<file path="config.mk">
export PLATFORM = sky130hd
export DESIGN_NAME = deadlock_report_ctrl
export DESIGN_NICKNAME = d
export VERILOG_FILES = /design/src/rtl/deadlock_pkg.sv /design/src/rtl/deadlock_cycle_stamp.sv /design/src/rtl/deadlock_report_ctrl.sv
export SDC_FILE = /design/constraint.sdc
export NUM_CORES = 1
export LEC_CHECK = 0
export CAP_MARGIN = 20
export CORE_ASPECT_RATIO = 1.75
export CORE_MARGIN = 4
export CORE_UTILIZATION = 35
export DETAILED_ROUTE_END_ITERATION = 10
export PLACE_DENSITY_LB_ADDON = 0.08
export SLEW_MARGIN = 10
export SYNTH_ARGS = -nofsm -noshare
export SYNTH_HDL_FRONTEND = slang
export SYNTH_SLANG_ARGS = --single-unit
</file>
<file path="constraint.sdc">
create_clock -name clock -period 2 [get_ports clock]
set_input_delay 0.3 -clock clock [delete_from_list [all_inputs] [get_ports clock]]
set_output_delay 0.3 -clock clock [all_outputs]
set_load 0.02 [all_outputs]
</file>
<file path="src/rtl/deadlock_pkg.sv">
// Shared types and width constants for the deadlock report controller.
package deadlock_pkg;

    localparam int unsigned COUNT_W = 16;

    typedef enum logic [1:0] {
        ST_IDLE    = 2'd0,
        ST_SUSPECT = 2'd1,
        ST_REPORT  = 2'd2,
        ST_HALT    = 2'd3
    } state_t;

endpackage

</file>
<file path="src/rtl/deadlock_cycle_stamp.sv">
// Free-running cycle counter started at reset; saturates at all-ones.
module deadlock_cycle_stamp #(
    parameter int unsigned STAMP_W = 32
) (
    input  logic               clock,
    input  logic               reset,
    output logic [STAMP_W-1:0] value
);

    // Count every cycle, hold once all-ones is reached
    always_ff @(posedge clock) begin
        if (reset) begin
            value <= '0;
        end else if (value != {STAMP_W{1'b1}}) begin
            value <= value + STAMP_W'(1);
        end
    end

endmodule

</file>
<file path="src/rtl/deadlock_report_ctrl.sv">
// Deadlock report controller: confirms a persistent block indication,
// reports the accumulated blocked-channel mask once, then halts until cleared.
// Optional feature macro: DEADLOCK_CYCLE_STAMP_EN adds a cycle stamp of the
// first suspect sample on report_stamp.
module deadlock_report_ctrl
    import deadlock_pkg::*;
#(
    parameter int unsigned CONFIRM_CYCLES = 16,
    parameter int unsigned NUM_CHAN       = 4,
    parameter int unsigned STAMP_W        = 32
) (
    input  logic                clock,
    input  logic                reset,
    input  logic                arm,
    input  logic                block,
    input  logic [NUM_CHAN-1:0] axis_block_info,
    input  logic                clear,
    input  logic                report_ready,
    output logic                report_valid,
    output logic [NUM_CHAN-1:0] report_info,
`ifdef DEADLOCK_CYCLE_STAMP_EN
    output logic [STAMP_W-1:0]  report_stamp,
`endif
    output logic                suspect,
    output logic                halt
);

    localparam logic [COUNT_W-1:0] CONFIRM_LAST = COUNT_W'(CONFIRM_CYCLES - 1);

    state_t              state;
    state_t              state_next;
    logic [COUNT_W-1:0]  count;
    logic [COUNT_W-1:0]  count_next;
    logic [NUM_CHAN-1:0] mask;
    logic [NUM_CHAN-1:0] mask_next;

    // State, sample counter and accumulated mask registers
    always_ff @(posedge clock) begin
        if (reset) begin
            state <= ST_IDLE;
            count <= '0;
            mask  <= '0;
        end else begin
            state <= state_next;
            count <= count_next;
            mask  <= mask_next;
        end
    end

    // Next-state, counter and mask update
    always_comb begin
        state_next = state;
        count_next = count;
        mask_next  = mask;
        case (state)
            ST_IDLE: begin
                if (arm && block) begin
                    state_next = ST_SUSPECT;
                    count_next = COUNT_W'(1);
                    mask_next  = axis_block_info;
                end else begin
                    count_next = '0;
                end
            end
            ST_SUSPECT: begin
                if (clear || !block || !arm) begin
                    state_next = ST_IDLE;
                    count_next = '0;
                    mask_next  = '0;
                end else begin
                    mask_next = mask | axis_block_info;
                    if (count == CONFIRM_LAST) begin
                        // Count restarts so it never exceeds CONFIRM_CYCLES-1
                        state_next = ST_REPORT;
                        count_next = '0;
                    end else begin
                        count_next = count + COUNT_W'(1);
                    end
                end
            end
            ST_REPORT: begin
                if (report_ready) begin
                    state_next = ST_HALT;
                end
            end
            ST_HALT: begin
                if (clear) begin
                    state_next = ST_IDLE;
                    mask_next  = '0;
                end
            end
            default: begin
                state_next = ST_IDLE;
                count_next = '0;
                mask_next  = '0;
            end
        endcase
    end

    // Registered Moore status outputs decoded from the next state
    always_ff @(posedge clock) begin
        if (reset) begin
            suspect      <= 1'b0;
            report_valid <= 1'b0;
            halt         <= 1'b0;
        end else begin
            suspect      <= (state_next == ST_SUSPECT);
            report_valid <= (state_next == ST_REPORT);
            halt         <= (state_next == ST_HALT);
        end
    end

    assign report_info = mask;

`ifdef DEADLOCK_CYCLE_STAMP_EN
    logic [STAMP_W-1:0] cycle_value;
    logic [STAMP_W-1:0] stamp;
    logic               capture;

    deadlock_cycle_stamp #(
        .STAMP_W (STAMP_W)
    ) u_cycle_stamp (
        .clock (clock),
        .reset (reset),
        .value (cycle_value)
    );

    assign capture = (state == ST_IDLE) && (state_next == ST_SUSPECT);

    // Latch the cycle of the first suspect sample
    always_ff @(posedge clock) begin
        if (reset) begin
            stamp <= '0;
        end else if (capture) begin
            stamp <= cycle_value;
        end
    end

    assign report_stamp = stamp;
`endif

endmodule

</file>
==> flow_metrics.tcl <==
set metrics [dict create \
    synth_cell_type_count 41 \
    p_leak_nw 0.574 \
    die_w_um 52.9 \
    clockRootBuffer "clkbuf_8" \
    track_usage_pct 17.1 \
    postRouteAntennaNets 0 \
    synth_area_leaders "dfxtp_1, nor3_1, nand3_1" \
    syn_inst 143 \
    yosysMostFrequentCell "dfxtp_1" \
    final_util_pct 48.5 \
    cp-end-kind "flip-flop" \
    dpl.hpwl_mm 2.63 \
    die_h_um 86.5 \
    antenna_cells 0 \
    synthArstFlopShare_pct 0 \
    crit_top_cell "or4_4" \
    gp_congestion 0.885 \
    ir_drop_uv 435 \
    status "complete, no violations" \
    syn_area_mm2 0.00123 \
    grt_antenna_before_repair 0 \
    crit_path_max_fanout 6 \
    first_pass_iters 4 \
    hold_class "flip-flop to flip-flop" \
    ys.flop_type "dfxtp_1" \
    layout-drive-gt1-share_pct 19.6 \
    slew_viol_final 0 \
    rsz0062_at_grt "false" \
    routed_wl_mm 3.39 \
    grt_pass1_vias 1334 \
    die-area_mm2 0.00457 \
    drcViolationCount 0 \
    finalPower_uw 893 \
    clkLatencyLatePin_ps 270 \
    vias 1278 \
    cts_tree "done" \
    cts_buffers 3 \
    num_rows 28 \
    vias_per_cell 5.71 \
    areaGrowthSynthToFinish_pct 33.8 \
    cp-start-kind "flip-flop" \
    wire_per_inst_um 15.1 \
    setup_violations 0 \
    tightestPinTransition_ps 482 \
    fmax_mhz 522 \
    synth.top_cells.by_count "dfxtp_1, nor3_1, nand2_1, nor2_1, nand3_1" \
    grt_max_degree 17 \
    synth_top_area_cell "dfxtp_1" \
    syn-num-nets 154 \
    grt_remaining_overflow 0 \
    finalWorstSetupSlack_ps 84.5 \
    h-tree-depth 1 \
    worstPathCellList "nand4_4 -> or4_4 -> or4_4 -> a211oi_2" \
    worstPathArrival_ps 2110 \
    port_buffers 16 \
    cp_slowest_cell "or4_4" \
    critPathRequiredTime_ps 2200 \
    clk_pin_slew_ps 90 \
    yosysWarningCount 0 \
    clockBufferDepth 2 \
    clock_skew_ps 3.62 \
    cts_sinks 25 \
    period_minus_slack_ps 1920 \
    post_cts_buffers 0 \
    finalCritPeriodShare_pct 95.8 \
    nets 191 \
    io_pins 17 \
    fill_cells 334 \
    register_area_um2 502 \
    synth_top_cell_area_share_pct 40.6 \
    initial_utilization_pct 36.3 \
    r2r_slack_ps 80 \
    max_slew_margin_pct 67.8 \
    maxCapViolations 0 \
    hold_viol_final 0 \
    multi_input_area_um2 698 \
    pre_cts_slack_ps -42.8 \
    ys_seq_area_share_pct 40.6 \
    cpPeakStageDelay_ps 590 \
    hold_depth 2 \
    synth_seq_cells 25 \
    powerDensity_mw_per_mm2 542 \
    r2r_cells 4 \
    grt_pass1_wl_mm 5.98 \
    drt_iter0_markers 17 \
    core_area_mm2 0.00340 \
    avgSynthCellArea_um2 8.62 \
    path_class "flip-flop to flip-flop" \
    synth_edf_count 0 \
]
## registers in the layout (all words and copies together), names as in the netlist
register,cells
count,16
report_info,4
state,2
halt,1
report_valid,1
suspect,1
## worst max-delay path, delay by kind of cell, from the launching register on
kind | cells | cell delay (ps)
simple gates | 3 | 1230
flops | 1 | 400
compound gates | 1 | 210
## routing by layer
metal / vias up / part of all wire (%) / GRT usage, %
li1: 619 / - / -
met1: 617 / 36 / 17.5
met2: 31 / 57 / 32.0
met3: 11 / 2.8 / 2.24
met4: 0 / 3.6 / 8.60
met5: - / 0 / 0
## power breakdown
part	internal [mW]	switching, mW	total (mW)
Sequential	0.505	0.00521	0.510
Combinational	0.0435	0.0391	0.0826
Clock	0.143	0.158	0.301
Total	0.691	0.202	0.893
## kinds of logic (layout without fill, tap and decap cells)
kind of cell	after synthesis	count (layout)	synth area share, %
AND/OR/NAND/NOR	72	72	33.8
AO/OA/AOI/OAI	28	28	16.7
flip-flops	25	25	40.6
buffers and inverters	11	47	3.65
XOR/XNOR	6	6	4.26
adder cells (fa/ha/maj)	1	1	1.02
## final timing paths
kind / startpoint / to
max: count[7] / count[15]
min reg2reg: count[12] / count[12]
min: count[12] / count[12]
max reg2reg: count[7] / count[15]
## layout make-up
type / count / area share [%]
Multi-Input combinational cell: 107 / 42.3
Sequential cell: 25 / 30.4
Timing Repair Buffer: 39 / 20.2
Tap cell: 45 / 3.41
Clock buffer: 4 / 2.73
Inverter: 4 / 0.910
## layout by cell type, fill, tap and decap left out, drive strengths merged, types with 2 or more instances in the layout
master / instances
a211oi: 4
a21oi: 2
a22oi: 4
a31oi: 6
and3: 2
buf: 23
clkbuf: 4
clkdlybuf4s50: 16
dfxtp: 25
inv: 4
nand2: 11
nand3: 9
nand4: 8
nand4b: 2
nor2: 10
nor2b: 2
nor3: 12
nor4: 4
o21ai: 2
o31ai: 2
or4: 5
or4b: 3
xnor2: 4
xor2: 2
## stage by stage
step           instances  setup TNS (ps)  hold slack [ps]  instance area, um2
5_1_grt              224               0              544                1650
6_report             224               0              522                1650
4_1_cts              224               0              522                1640
3_5_place_dp         220           -88.1              507                1590
3_3_place_gp         220           -5.33              492                1590
2_1_floorplan        143               0              373                1230
## what timing repair did
action,CTS,global route
gates resized for setup,0,3
hold buffers,0,0
endpoints found under the setup margin,0,2
(Power assumes the default switching activity.)
